$ cat config.mk
export PLATFORM = sky130hd
export DESIGN_NAME = fetch_stage
export DESIGN_NICKNAME = d
export VERILOG_FILES = /design/src/rtl/fetch_stage.sv
export SDC_FILE = /design/constraint.sdc
export NUM_CORES = 1
export LEC_CHECK = 0
export CAP_MARGIN = 25
export CORE_UTILIZATION = 35
export CTS_CLUSTER_DIAMETER = 120
export CTS_CLUSTER_SIZE = 14
export DETAILED_ROUTE_END_ITERATION = 10
export GPL_ROUTABILITY_DRIVEN = 1
export SLEW_MARGIN = 20
export SYNTH_ARGS = -nofsm -noshare
export SYNTH_HDL_FRONTEND = slang
export SYNTH_SLANG_ARGS = --single-unit
export TNS_END_PERCENT = 20
$ cat constraint.sdc
create_clock -name clk -period 14.05 [get_ports clk]
set_input_delay 2.81 -clock clk [delete_from_list [all_inputs] [get_ports clk]]
set_output_delay 2.81 -clock clk [all_outputs]
set_load 0.01 [all_outputs]
$ cat src/rtl/fetch_stage.sv
// Instruction fetch with IF/ID register, req/ack imem port,
// redirect drain and one-entry skid buffer.
module fetch_stage #(
  parameter logic [31:0] RESET_PC  = 32'h0000_0000,
  parameter logic [31:0] NOP_INSTR = 32'h0000_0000
) (
  input  logic        clk,
  input  logic        rst,
  input  logic        stall_i,
  input  logic        redirect_i,
  input  logic [31:0] redirect_pc_i,
  output logic        imem_req_o,
  output logic [31:0] imem_addr_o,
  input  logic        imem_ack_i,
  input  logic [31:0] imem_rdata_i,
  output logic        id_valid_o,
  output logic [31:0] id_pc_o,
  output logic [31:0] id_instr_o,
  output logic [5:0]  opcode_o,
  output logic [4:0]  rs_o,
  output logic [4:0]  rt_o,
  output logic [4:0]  rd_o,
  output logic [4:0]  shamt_o,
  output logic [5:0]  funct_o,
  output logic [15:0] imm_o
);

  typedef enum logic [1:0] {
    FETCH,
    BUF,
    DRAIN
  } state_t;

  state_t      state;
  logic [31:0] pc;
  logic [31:0] drain_addr;
  logic [31:0] skid;
  logic [31:0] skid_pc;
  logic        id_valid;
  logic [31:0] id_pc;
  logic [31:0] id_instr;
  logic [31:0] target;
  logic [31:0] req_addr;
  logic        free;
  logic        unused_low;

  assign target     = {redirect_pc_i[31:2], 2'b00};
  assign unused_low = ^redirect_pc_i[1:0];
  assign free       = !id_valid || !stall_i;

  // DRAIN keeps the abandoned address on the bus until memory acks it
  assign req_addr    = (state == DRAIN) ? drain_addr : pc;
  assign imem_req_o  = (state == FETCH || state == DRAIN) && !rst;
  assign imem_addr_o = req_addr;

  assign id_valid_o = id_valid;
  assign id_pc_o    = id_pc;
  assign id_instr_o = id_instr;
  assign opcode_o   = id_instr[31:26];
  assign rs_o       = id_instr[25:21];
  assign rt_o       = id_instr[20:16];
  assign rd_o       = id_instr[15:11];
  assign shamt_o    = id_instr[10:6];
  assign funct_o    = id_instr[5:0];
  assign imm_o      = id_instr[15:0];

  always_ff @(posedge clk or posedge rst) begin
    if (rst) begin
      state      <= FETCH;
      pc         <= RESET_PC;
      drain_addr <= RESET_PC;
      skid       <= NOP_INSTR;
      skid_pc    <= RESET_PC;
      id_valid   <= 1'b0;
      id_pc      <= RESET_PC;
      id_instr   <= NOP_INSTR;
    end else begin
      unique case (state)
        FETCH: begin
          if (redirect_i) begin
            pc       <= target;
            id_valid <= 1'b0;
            id_instr <= NOP_INSTR;
            if (!imem_ack_i) begin
              drain_addr <= pc;
              state      <= DRAIN;
            end
          end else if (imem_ack_i) begin
            pc <= pc + 32'd4;
            if (free) begin
              id_valid <= 1'b1;
              id_pc    <= req_addr;
              id_instr <= imem_rdata_i;
            end else begin
              skid    <= imem_rdata_i;
              skid_pc <= req_addr;
              state   <= BUF;
            end
          end else if (!stall_i) begin
            id_valid <= 1'b0;
            id_instr <= NOP_INSTR;
          end
        end
        BUF: begin
          if (redirect_i) begin
            pc       <= target;
            id_valid <= 1'b0;
            id_instr <= NOP_INSTR;
            state    <= FETCH;
          end else if (!stall_i) begin
            id_valid <= 1'b1;
            id_pc    <= skid_pc;
            id_instr <= skid;
            state    <= FETCH;
          end
        end
        DRAIN: begin
          id_valid <= 1'b0;
          id_instr <= NOP_INSTR;
          if (redirect_i) pc <= target;
          if (imem_ack_i) state <= FETCH;
        end
        default: state <= FETCH;
      endcase
    end
  end

endmodule
# [Yosys cells after proc, flatten, opt, wreduce, memory -nomap -nowiden]
# Cells that the tools add are included.
[op_classes] add_sub_neg=1 n_eq_ne=15 n_mux=33 bitwise_logic=3 reduce_logical=17
[ops] op="32-bit two-way mux" count=15
[ops] op="32-bit one-hot mux with 2 select lines" count=2
[ops] op="32-bit one-hot mux with 3 select lines" count=1
[ops] op="32-bit by 3-bit adder with 32-bit output, second input constant" count=1
[ops] op="2-bit two-way mux" count=7
[ops] op="2-bit inequality test, second input constant" count=6
[ops] op="3-bit inequality test, second input constant" count=4
[ops] op="4-bit inequality test, second input constant" count=2
[ops] op="4-bit AND reduction" count=2
[ops] op="1-bit two-way mux" count=6
[ops] op="2-bit one-hot mux with 3 select lines" count=1
[ops] op="3-bit AND reduction" count=2
[ops] op="6-bit AND reduction" count=1
[ops] op="5-bit AND reduction" count=1
[ops] op="2-bit nonzero test" count=2
[ops] op="1-bit zero test" count=3
[ops] op="1-bit inverter" count=3
[ops] op="1-bit one-hot mux with 3 select lines" count=1
[ops] op="3-bit nonzero test" count=1
[ops] op="2-bit by 1-bit equality test with 1-bit output, second input constant" count=1
[ops] op="2-bit equality test, second input constant" count=1
[ops] op="2-bit zero test" count=1
[ops] op="1-bit logical OR" count=2
[ops] op="2-bit by 1-bit inequality test with 1-bit output, second input constant" count=1
[ops] op="other kinds (2)" count=2
[totals] reg_bits=195 in_bits=69 out_inout_bits=146 word_cells=77

# [Depth between registers and ports, before layout]
# Gate-level depths: netlist of the first run.
[logic_depth] ltp_word=6 depth_mapped=10 depth_no_buf=7

# [Least setup slack after synthesis of the first run]
# No wires, ideal clock.
[synth_timing] path_type="input-to-output" start="input port rst" end="output port imem_req_o" arrival_ps=2979 required_time_ps=11240 setup_slack_ps=8261 path_stages=1 n_path_buf=0 path_cell_list="nor2_1"
[synth_via] elab_chain_cells=2
[synth_lines] element="start: declaration" line="8" rtl="input logic rst,"
[synth_lines] element="1-bit zero test (no source line)"
[synth_lines] element="1-bit logical AND" line="53" rtl="assign imem_req_o = (state == FETCH || state == DRAIN) && !rst;"
[synth_lines] element="end: declaration" line="12" rtl="output logic imem_req_o,"
# Every way passes these cells.

# [Worst setup path in the final report of the first run]
# Ends and elaborated chain as after synthesis.

==> impl_metrics.py, run 1 <==
metrics = {
    "outcome": {
        "status": "finished clean",
    },
    "sta": {
        "fin_crit_sh_pct": 48.48,
        "setup_viol": 0,
        "fin_ws_ns": 7.238,
        "hold_viol": 0,
        "min_period_ns": 6.812,
        "slew_headroom_pct": 33.08,
        "fmax_ghz": 0.1468,
        "slew_violations": 0,
        "skew_ns": 0.01277,
        "hold_slack_ns": 0.4849,
        "timing.setup.tns_ns": 0,
        "tightest_slew_ns": 0.9946,
        "rsz0062_at_grt": "false",
    },
    "floorplan": {
        "die_y_um": 164.0,
        "start_util_pct": 36.07,
        "rows": 58,
        "die_area_sq_um": 26910,
        "io_pins": 215,
        "core-area_sq_um": 25470,
        "fp.dieW_um": 164.0,
    },
    "cells_and_area": {
        "area_growth_syn_to_layout_pct": 27.14,
        "fillers": 2409,
        "final_cell_mix": "208 x clkdlybuf4s50_1, 187 x dfrtp_1, 111 x nand2_1, 109 x o21ai_0, 62 x mux2_2",
        "final_common_cell": "clkdlybuf4s50_1",
        "final_nets": 1128,
        "antennaDiodeCount": 0,
        "drive_above_1_share_pct": 11.72,
        "multi_input_area_sq_um": 3697,
        "regArea_sq_um": 4679,
    },
    "job": {
        "cap_violations": 0,
    },
    "global_route": {
        "antenna_found_initial": 0,
        "grtUsageTotal_pct": 17.12,
        "grt_max_degree": 121,
        "first_global_vias": 6718,
        "grt_first_pass_wirelength_um": 36140,
        "grt_overflow_total": 0,
    },
    "synth": {
        "synth_warnings": 0,
        "syn-cell-area_sq_um": 9189,
        "ys_types": 60,
        "synthArstFlopShare_pct": 100.0,
        "synth-compound-area-share_pct": 16.24,
        "synthAdderAreaFrac_pct": 0.6808,
        "syn_area_per_cell_sq_um": 9.817,
        "yosys.area_share.simple_pct": 11.93,
        "synth_edf_count": 0,
        "synth_seq_cells": 187,
        "yosys_most_used_dff": "dfrtp_1",
        "syn_inst": 936,
        "synth_seq_area_share_pct": 50.93,
        "synth_top_family_by_area": "compound AO/OA/AOI/OAI gates",
        "synth.area.mux_share_pct": 10.87,
        "synth_xor_area_share_pct": 0,
    },
    "min_path": {
        "whs_path_depth": 2,
        "hp-class": "reg -> reg",
    },
    "placement": {
        "dp_hpwl_um": 14730,
        "gp_congestion": 0.7836,
        "dpl_worst_slack_ns": 7.226,
        "io_buffer_count": 208,
    },
    "worst_setup_path": {
        "path_class": "in -> out",
        "r2r.worst_path.cells": 6,
        "critPathLaunchType": "input pin",
        "endpoint_kind": "output pin",
        "crit_start": "rst",
        "required_ns": 11.24,
        "r2r_slack_ns": 11.58,
        "reg2reg_from": "pc[2]",
        "cp_data_arrival_time_ns": 4.00,
        "critPathMaxFanout": 2,
        "reg2reg_to": "pc[20]",
        "crit_end": "imem_req_o",
    },
    "drt": {
        "wirelength_um": 22200,
        "drt-wirelength-per-cell_um": 15.89,
        "dr.pass1.iters": 5,
        "drc": 0,
        "dr_total_vias": 7012,
        "ant_nets": 0,
        "vias_per_cell": 5.019,
        "drt_iter0_drc": 449,
    },
    "clock_network": {
        "numCtsBuffers": 17,
        "path_clk_slew_ns": 0.07,
        "cts_root_buffer": "clkbuf_16",
        "cts_max_path_buffers": 2,
        "clkSinkCount": 187,
        "cts_tree": "built",
        "htreeDepth": 4,
        "post-cts-setup-buffer-count": 0,
        "clk_latency_ns": 0.44,
        "ctsHoldBuffers": 0,
        "cts_resized": 0,
    },
    "power_and_ir_drop": {
        "power.density_nw_per_um2": 223.2,
        "p_total_w": 0.002607,
        "irDropWorstVdd_uv": 97.41,
        "power.leakage_nw": 4.932,
    },
}
## how the worst min path moves through the flow
stage                            from          end
final                      id_pc_o[8]   id_pc_o[8]
after global routing      skid_pc[23]  skid_pc[23]
after floorplan           skid_pc[10]  skid_pc[10]
after CTS                 skid_pc[30]  skid_pc[30]
after detailed placement  skid_pc[30]  skid_pc[30]
after global placement    skid_pc[25]  skid_pc[25]
## power by group
part	internal, W	switching (W)
clock	0.000234	0.000232
combinational	0.000590	0.000599
sequential	0.000769	0.000183
## cell type report
type | count | area share [%]
tap | 330 | 3.534
clock inverter | 14 | 1.125
inverter | 36 | 1.221
multi-input combinational | 593 | 31.65
sequential | 187 | 40.06
timing repair buffer | 219 | 18.74
clock buffer | 18 | 3.674
## kinds of logic after synthesis
| logic type | after synthesis |
|---|---|
| AOI/OAI and AO/OA | 251 |
| buffers and inverters | 159 |
| other | 1 |
| and+or+nand+nor | 241 |
| muxes | 92 |
| DFF | 187 |
| adders and majority gates | 5 |
## metrics by stage
step | util [%] | cells | area (sq um)
5_1_grt | 45.86 | 1397 | 11680
3_3_place_gp | 43.50 | 1363 | 11080
6_report | 45.86 | 1397 | 11680
2_1_floorplan | - | 939 | 9200
4_1_cts | 45.70 | 1395 | 11640
3_5_place_dp | 43.50 | 1363 | 11080
## routing by layer
| layer | track usage [%] | part of all wire (%) |
|---|---|---|
| met5 | 0 | 0 |
| met1 | 24.13 | 48 |
| met2 | 26.85 | 46 |
| met4 | 5.976 | 1.8 |
| met3 | 2.424 | 4.4 |
## Yosys cell counts, drive strengths merged, types with 4 or more instances
cell type | instances | share of area (%)
dfrtp | 187 | 51
nand2 | 111 | 4.5
o21ai | 109 | 5.9
mux2 | 62 | 7.6
a21oi | 61 | 3.3
buf | 61 | 4.8
clkbuf | 61 | 2.7
nor2 | 61 | 2.5
inv | 36 | 1.5
a22oi | 33 | 2.7
mux2i | 30 | 3.3
nand3 | 17 | 0.98
nor3 | 16 | 1.0
and3 | 9 | 0.63
nand4 | 9 | 0.75
a2bb2oi | 6 | 0.57
o22ai | 6 | 0.41
a31oi | 5 | 0.34
ha | 5 | 0.68
a211oi | 4 | 0.33
a311oi | 4 | 0.38
## flip-flops by register name, summed over array words and instances, names as in the netlist
name        flops
id_instr_o     32
drain_addr     30
id_valid_o      1
skid           32
skid_pc        30
pc             30
id_pc_o        30
state           2
## worst max-delay path, stage by stage
cell and delay [ns]:
clkdlybuf4s50_1 0.51, nor2_1 0.14, clkdlybuf4s50_1 0.54
Power figures use the tool's default switching activity.
==> run 2: changes to the inputs <==
==> constraint.sdc (replaced) <==
create_clock -name clk -period 5.7 [get_ports clk]
set_input_delay 1.14 -clock clk [delete_from_list [all_inputs] [get_ports clk]]
set_output_delay 1.14 -clock clk [all_outputs]
set_load 0.01 [all_outputs]
==> run 2 against run 1 <==
Cell count about the same. Clock skew decreased by 0.0026 ns. Combinational power up 150%. Critical path depth rose by 3. Core utilization is 0.24 points higher. Flip-flop and latch count unchanged. Die area did not move. Sequential share of layout area shrank 0.20 points. Largest cell class unchanged. Highest routed layer unchanged.
==> impl_metrics.py, run 2 (same netlist as run 1, synthesis figures left out) <==
metrics = {
    "outcome": {
        "status": "finished clean",
    },
    "clock_network": {
        "clk_latency_ns": 0.43,
        "post-cts-setup-buffer-count": 0,
        "path_clk_slew_ns": 0.07,
        "cts_max_path_buffers": 2,
        "cts_resized": 0,
        "cts_root_buffer": "clkbuf_16",
        "htreeDepth": 4,
        "numCtsBuffers": 17,
        "clkSinkCount": 187,
        "cts_tree": "built",
        "ctsHoldBuffers": 0,
    },
    "cells_and_area": {
        "final_common_cell": "clkdlybuf4s50_1",
        "drive_above_1_share_pct": 11.89,
        "regArea_sq_um": 4679,
        "multi_input_area_sq_um": 3697,
        "final_cell_mix": "208 x clkdlybuf4s50_1, 187 x dfrtp_1, 111 x nand2_1, 109 x o21ai_0, 62 x mux2_2",
        "area_growth_syn_to_layout_pct": 27.79,
        "fin_util_pct": 46.10,
        "fillers": 2392,
        "antennaDiodeCount": 0,
        "final_nets": 1129,
    },
    "power_and_ir_drop": {
        "power.density_nw_per_um2": 547.7,
        "p_total_w": 0.006432,
        "power.leakage_nw": 4.961,
        "irDropWorstVdd_uv": 305.9,
    },
    "placement": {
        "io_buffer_count": 208,
        "dp_hpwl_um": 14500,
        "gp_congestion": 0.7952,
    },
    "min_path": {
        "whs_path_depth": 2,
        "hp-class": "reg -> reg",
        "holdCritStartpoint": "id_pc_o[27]",
        "worstHoldEndpoint": "id_pc_o[27]",
    },
    "drt": {
        "vias_per_cell": 4.984,
        "drt_iter0_drc": 417,
        "drc": 0,
        "dr_total_vias": 6968,
        "drt-wirelength-per-cell_um": 15.62,
        "ant_nets": 0,
        "wirelength_um": 21840,
        "dr.pass1.iters": 5,
    },
    "sta": {
        "timing.setup.tns_ns": 0,
        "fmax_ghz": 0.2593,
        "tightest_slew_ns": 0.9472,
        "skew_ns": 0.01015,
        "fin_crit_sh_pct": 67.67,
        "setup_viol": 0,
        "slew_violations": 0,
        "rsz0062_at_grt": "false",
        "min_period_ns": 3.857,
        "slew_headroom_pct": 36.85,
        "hold_viol": 0,
    },
    "global_route": {
        "grtUsageTotal_pct": 16.65,
        "antenna_found_initial": 0,
        "grt_max_degree": 188,
        "first_global_vias": 6441,
        "grt_first_pass_wirelength_um": 35110,
        "grt_overflow_total": 0,
    },
    "worst_setup_path": {
        "critPathLaunchType": "flip-flop",
        "reg2reg_to": "id_instr_o[12]",
        "cp_data_arrival_time_ns": 2.72,
        "required_ns": 4.56,
        "cpMaxStageDelayCell": "ha_2",
        "crit_top_cell": "inv_1",
        "path_class": "reg -> out",
        "endpoint_kind": "output pin",
        "cpPeakStageDelay_ns": 0.54,
        "path_cells": "inv_1, ha_2, buf_16, mux2i_1, inv_1, clkdlybuf4s50_1",
        "cp.buffers_inverters": 4,
        "r2r.worst_path.cells": 7,
        "reg2reg_from": "state[1]",
        "r2r_slack_ns": 2.76,
        "critPathMaxFanout": 17,
        "cpLargestDelayFamily": "buffers and inverters",
    },
    "floorplan": {
        "die_y_um": 164.0,
        "core-area_sq_um": 25470,
        "die_area_sq_um": 26910,
        "fp.dieW_um": 164.0,
        "rows": 58,
        "start_util_pct": 36.07,
        "io_pins": 215,
    },
    "job": {
        "cap_violations": 0,
    },
}
[run 2: area by class of cell]
cell class,count,share of cell area [%]
Clock buffer,18,3.740
Clock inverter,14,1.108
Inverter,36,1.183
Multi-Input combinational cell,593,31.49
Sequential cell,187,39.85
Tap cell,330,3.516
Timing Repair Buffer,220,19.12
[run 2: tightest hold or removal path: cells and delay by family, from the launching register on]
kind            cells  cell delay [ns]
compound gates      1             0.06
flops               1             0.34
simple gates        1             0.05
[run 2: where the power goes]
group / internal (W) / total [W] / switching, W / leakage, nW
combinational: 0.00147 / 0.00294 / 0.00147 / 2.33
sequential: 0.00190 / 0.00234 / 0.000443 / 2.35
clock: 0.000591 / 0.00115 / 0.000562 / 0.281
total: 0.00395 / 0.00643 / 0.00248 / 4.96
[run 2: stage by stage]
step / instance area [sq um] / hold WS [ns] / cells / worst slack [ns]
6_report: 11740 / 0.4794 / 1398 / 1.843
5_1_grt: 11740 / 0.5035 / 1398 / 1.710
4_1_cts: 11660 / 0.4862 / 1395 / 1.627
3_5_place_dp: 11090 / 0.4695 / 1363 / 2.114
3_3_place_gp: 11090 / 0.4614 / 1363 / 2.101
2_1_floorplan: 9204 / 0.4501 / 939 / 2.154
[run 2: how the worst max path moves through the flow]
stage,from,to,slack (ns),depth (start not counted)
after floorplan,rst,drain_addr[10],2.15,1
after global placement,state[0],imem_addr_o[4],2.10,5
after detailed placement,state[0],imem_addr_o[4],2.11,5
after CTS,state[0],imem_addr_o[5],1.63,5
after global routing,state[0],imem_addr_o[8],1.71,6
final,state[0],imem_addr_o[5],1.84,6
[run 2: per-layer routing]
| layer | wire, um | global-route usage [%] | vias up |
|---|---|---|---|
| li1 | - | - | 3451 |
| met4 | 301 | 5.261 | 0 |
| met5 | 0 | 0 | - |
| met1 | 10510 | 24.07 | 3327 |
| met2 | 10060 | 25.54 | 173 |
| met3 | 960 | 2.500 | 17 |
==> run 3: changes to the inputs <==
==> constraint.sdc (replaced) <==
create_clock -name clk -period 3.1 [get_ports clk]
set_input_delay 0.62 -clock clk [delete_from_list [all_inputs] [get_ports clk]]
set_output_delay 0.62 -clock clk [all_outputs]
set_load 0.01 [all_outputs]
==> run 3 against run 2 <==
Wire length is 1.2% higher. Power rose by 87%. Non-clock buffer count increased by 8. Die area unchanged. Combinational power rose by 87%. Critical path type unchanged. Critical endpoint unchanged. Largest power group unchanged. Highest routed layer unchanged.
==> impl_metrics.py, run 3 (same netlist as run 1, synthesis figures left out) <==
metrics = {
    "drt": {
        "drt_iter0_drc": 517,
        "wirelength_um": 22090,
        "ant_nets": 0,
        "vias_per_cell": 4.986,
        "drc": 0,
        "dr_total_vias": 7016,
        "drt-wirelength-per-cell_um": 15.70,
        "dr.pass1.iters": 5,
    },
    "sta": {
        "timing.setup.tns_ns": 0,
        "tightest_slew_ns": 0.6535,
        "hold_viol": 0,
        "rsz0062_at_grt": "true",
        "slew_violations": 0,
        "setup_viol": 0,
        "slew_headroom_pct": 56.03,
        "min_period_ns": 2.987,
        "fmax_ghz": 0.3348,
        "fin_crit_sh_pct": 96.35,
        "skew_ns": 0.01309,
    },
    "placement": {
        "dp_hpwl_um": 15050,
        "gp_congestion": 0.8033,
        "post-place-cells": 1374,
        "io_buffer_count": 208,
        "placed_cell_area_sq_um": 11260,
    },
    "worst_setup_path": {
        "r2r.worst_path.cells": 5,
        "cpMaxStageDelayCell": "clkdlybuf4s50_1",
        "required_ns": 2.48,
        "path_cells": "inv_1, ha_2, buf_12, mux2i_1, inv_1, clkdlybuf4s50_1",
        "cp.buffers_inverters": 4,
        "crit_top_cell": "inv_1",
        "crit_cells": 6,
        "path_class": "reg -> out",
        "critPathMaxFanout": 32,
        "cp_data_arrival_time_ns": 2.37,
        "endpoint_kind": "output pin",
        "cpLargestDelayFamily": "buffers and inverters",
        "critPathLaunchType": "flip-flop",
        "cpPeakStageDelay_ns": 0.50,
    },
    "cells_and_area": {
        "regArea_sq_um": 4679,
        "design_area_sq_um": 11880,
        "final_nets": 1137,
        "final_cell_mix": "208 x clkdlybuf4s50_1, 187 x dfrtp_1, 111 x nand2_1, 109 x o21ai_0, 62 x mux2_2",
        "area_growth_syn_to_layout_pct": 29.30,
        "fin_cells": 1407,
        "fillers": 2393,
        "final_common_cell": "clkdlybuf4s50_1",
        "multi_input_area_sq_um": 3717,
        "drive_above_1_share_pct": 13.10,
    },
    "power_and_ir_drop": {
        "power.density_nw_per_um2": 1014,
        "irDropWorstVdd_uv": 569.9,
        "power.leakage_nw": 5.025,
    },
    "floorplan": {
        "die_area_sq_um": 26910,
        "fp.dieW_um": 164.0,
        "die_y_um": 164.0,
        "start_util_pct": 36.07,
        "rows": 58,
        "io_pins": 215,
        "core-area_sq_um": 25470,
    },
    "global_route": {
        "grtUsageTotal_pct": 16.98,
        "grt_max_degree": 93,
        "antenna_found_initial": 1,
        "grt_overflow_total": 0,
        "first_global_vias": 6527,
        "grt_first_pass_wirelength_um": 35520,
    },
    "clock_network": {
        "htreeDepth": 4,
        "numCtsBuffers": 17,
        "cts_root_buffer": "clkbuf_16",
        "post-cts-setup-buffer-count": 0,
        "ctsHoldBuffers": 0,
        "cts_max_path_buffers": 2,
        "path_clk_slew_ns": 0.07,
        "clkSinkCount": 187,
        "clk_latency_ns": 0.43,
        "cts_tree": "built",
    },
    "job": {
        "cap_violations": 0,
    },
    "outcome": {
        "status": "finished clean",
    },
    "min_path": {
        "hp-class": "reg -> reg",
        "whs_path_depth": 2,
    },
}
## run 3: worst paths after layout
check,start,to,slack [ns]
setup / recovery,state[0],imem_addr_o[5],0.11
hold / removal,id_pc_o[22],id_pc_o[22],0.48
setup reg to reg,pc[9],pc[25],0.71
hold reg to reg,id_pc_o[22],id_pc_o[22],0.48
max in group asynchronous,rst,id_pc_o[17],1.68
min in group asynchronous,rst,id_instr_o[16],0.63
## run 3: power breakdown
group	leakage (nW)	switching, W	internal (W)
clock network	0.293	0.00107	0.00115
logic	2.39	0.00272	0.00278
registers	2.35	0.000844	0.00349
total	5.02	0.00463	0.00742
## run 3: area by class of cell
type	count	share of cell area (%)
Antenna cell	1	0.02106
Clock buffer	17	3.580
Clock inverter	15	1.453
Inverter	36	1.169
Multi-Input combinational cell	593	31.29
Sequential cell	187	39.39
Tap cell	330	3.475
Timing Repair Buffer	228	19.63
## run 3: repair_timing
action                                  4_1_cts  5_1_grt
endpoints found under the hold margin         0        0
resized for setup                             0        6
endpoints found under the setup margin        0        6
## run 3: per-stage QoR
stage               power [W]  setup WS, ns  hold slack (ns)  utilization, %
finish                0.01205        0.1133           0.4782           46.65
global route          0.01299     -0.002813           0.5059           46.64
CTS                   0.01215       0.06502           0.4865           46.55
detailed placement   0.009895        0.4624           0.4700           44.20
global placement     0.009758        0.4614           0.4626           44.20
floorplan            0.007672       0.07350           0.4501               -
## run 3: worst min-delay path: cells and delay by family (launching register included)
| kind | cells | cell delay, ns |
|---|---|---|
| DFF | 1 | 0.34 |
| AOI/OAI and AO/OA | 1 | 0.06 |
| and+or+nand+nor | 1 | 0.04 |
## run 3: layer usage
| metal | routed length (um) | global-route usage [%] |
|---|---|---|
| met1 | 10630 | 24.10 |
| met3 | 1059 | 2.879 |
| met5 | 0 | 0 |
| met4 | 254 | 5.051 |
| met2 | 10150 | 26.46 |
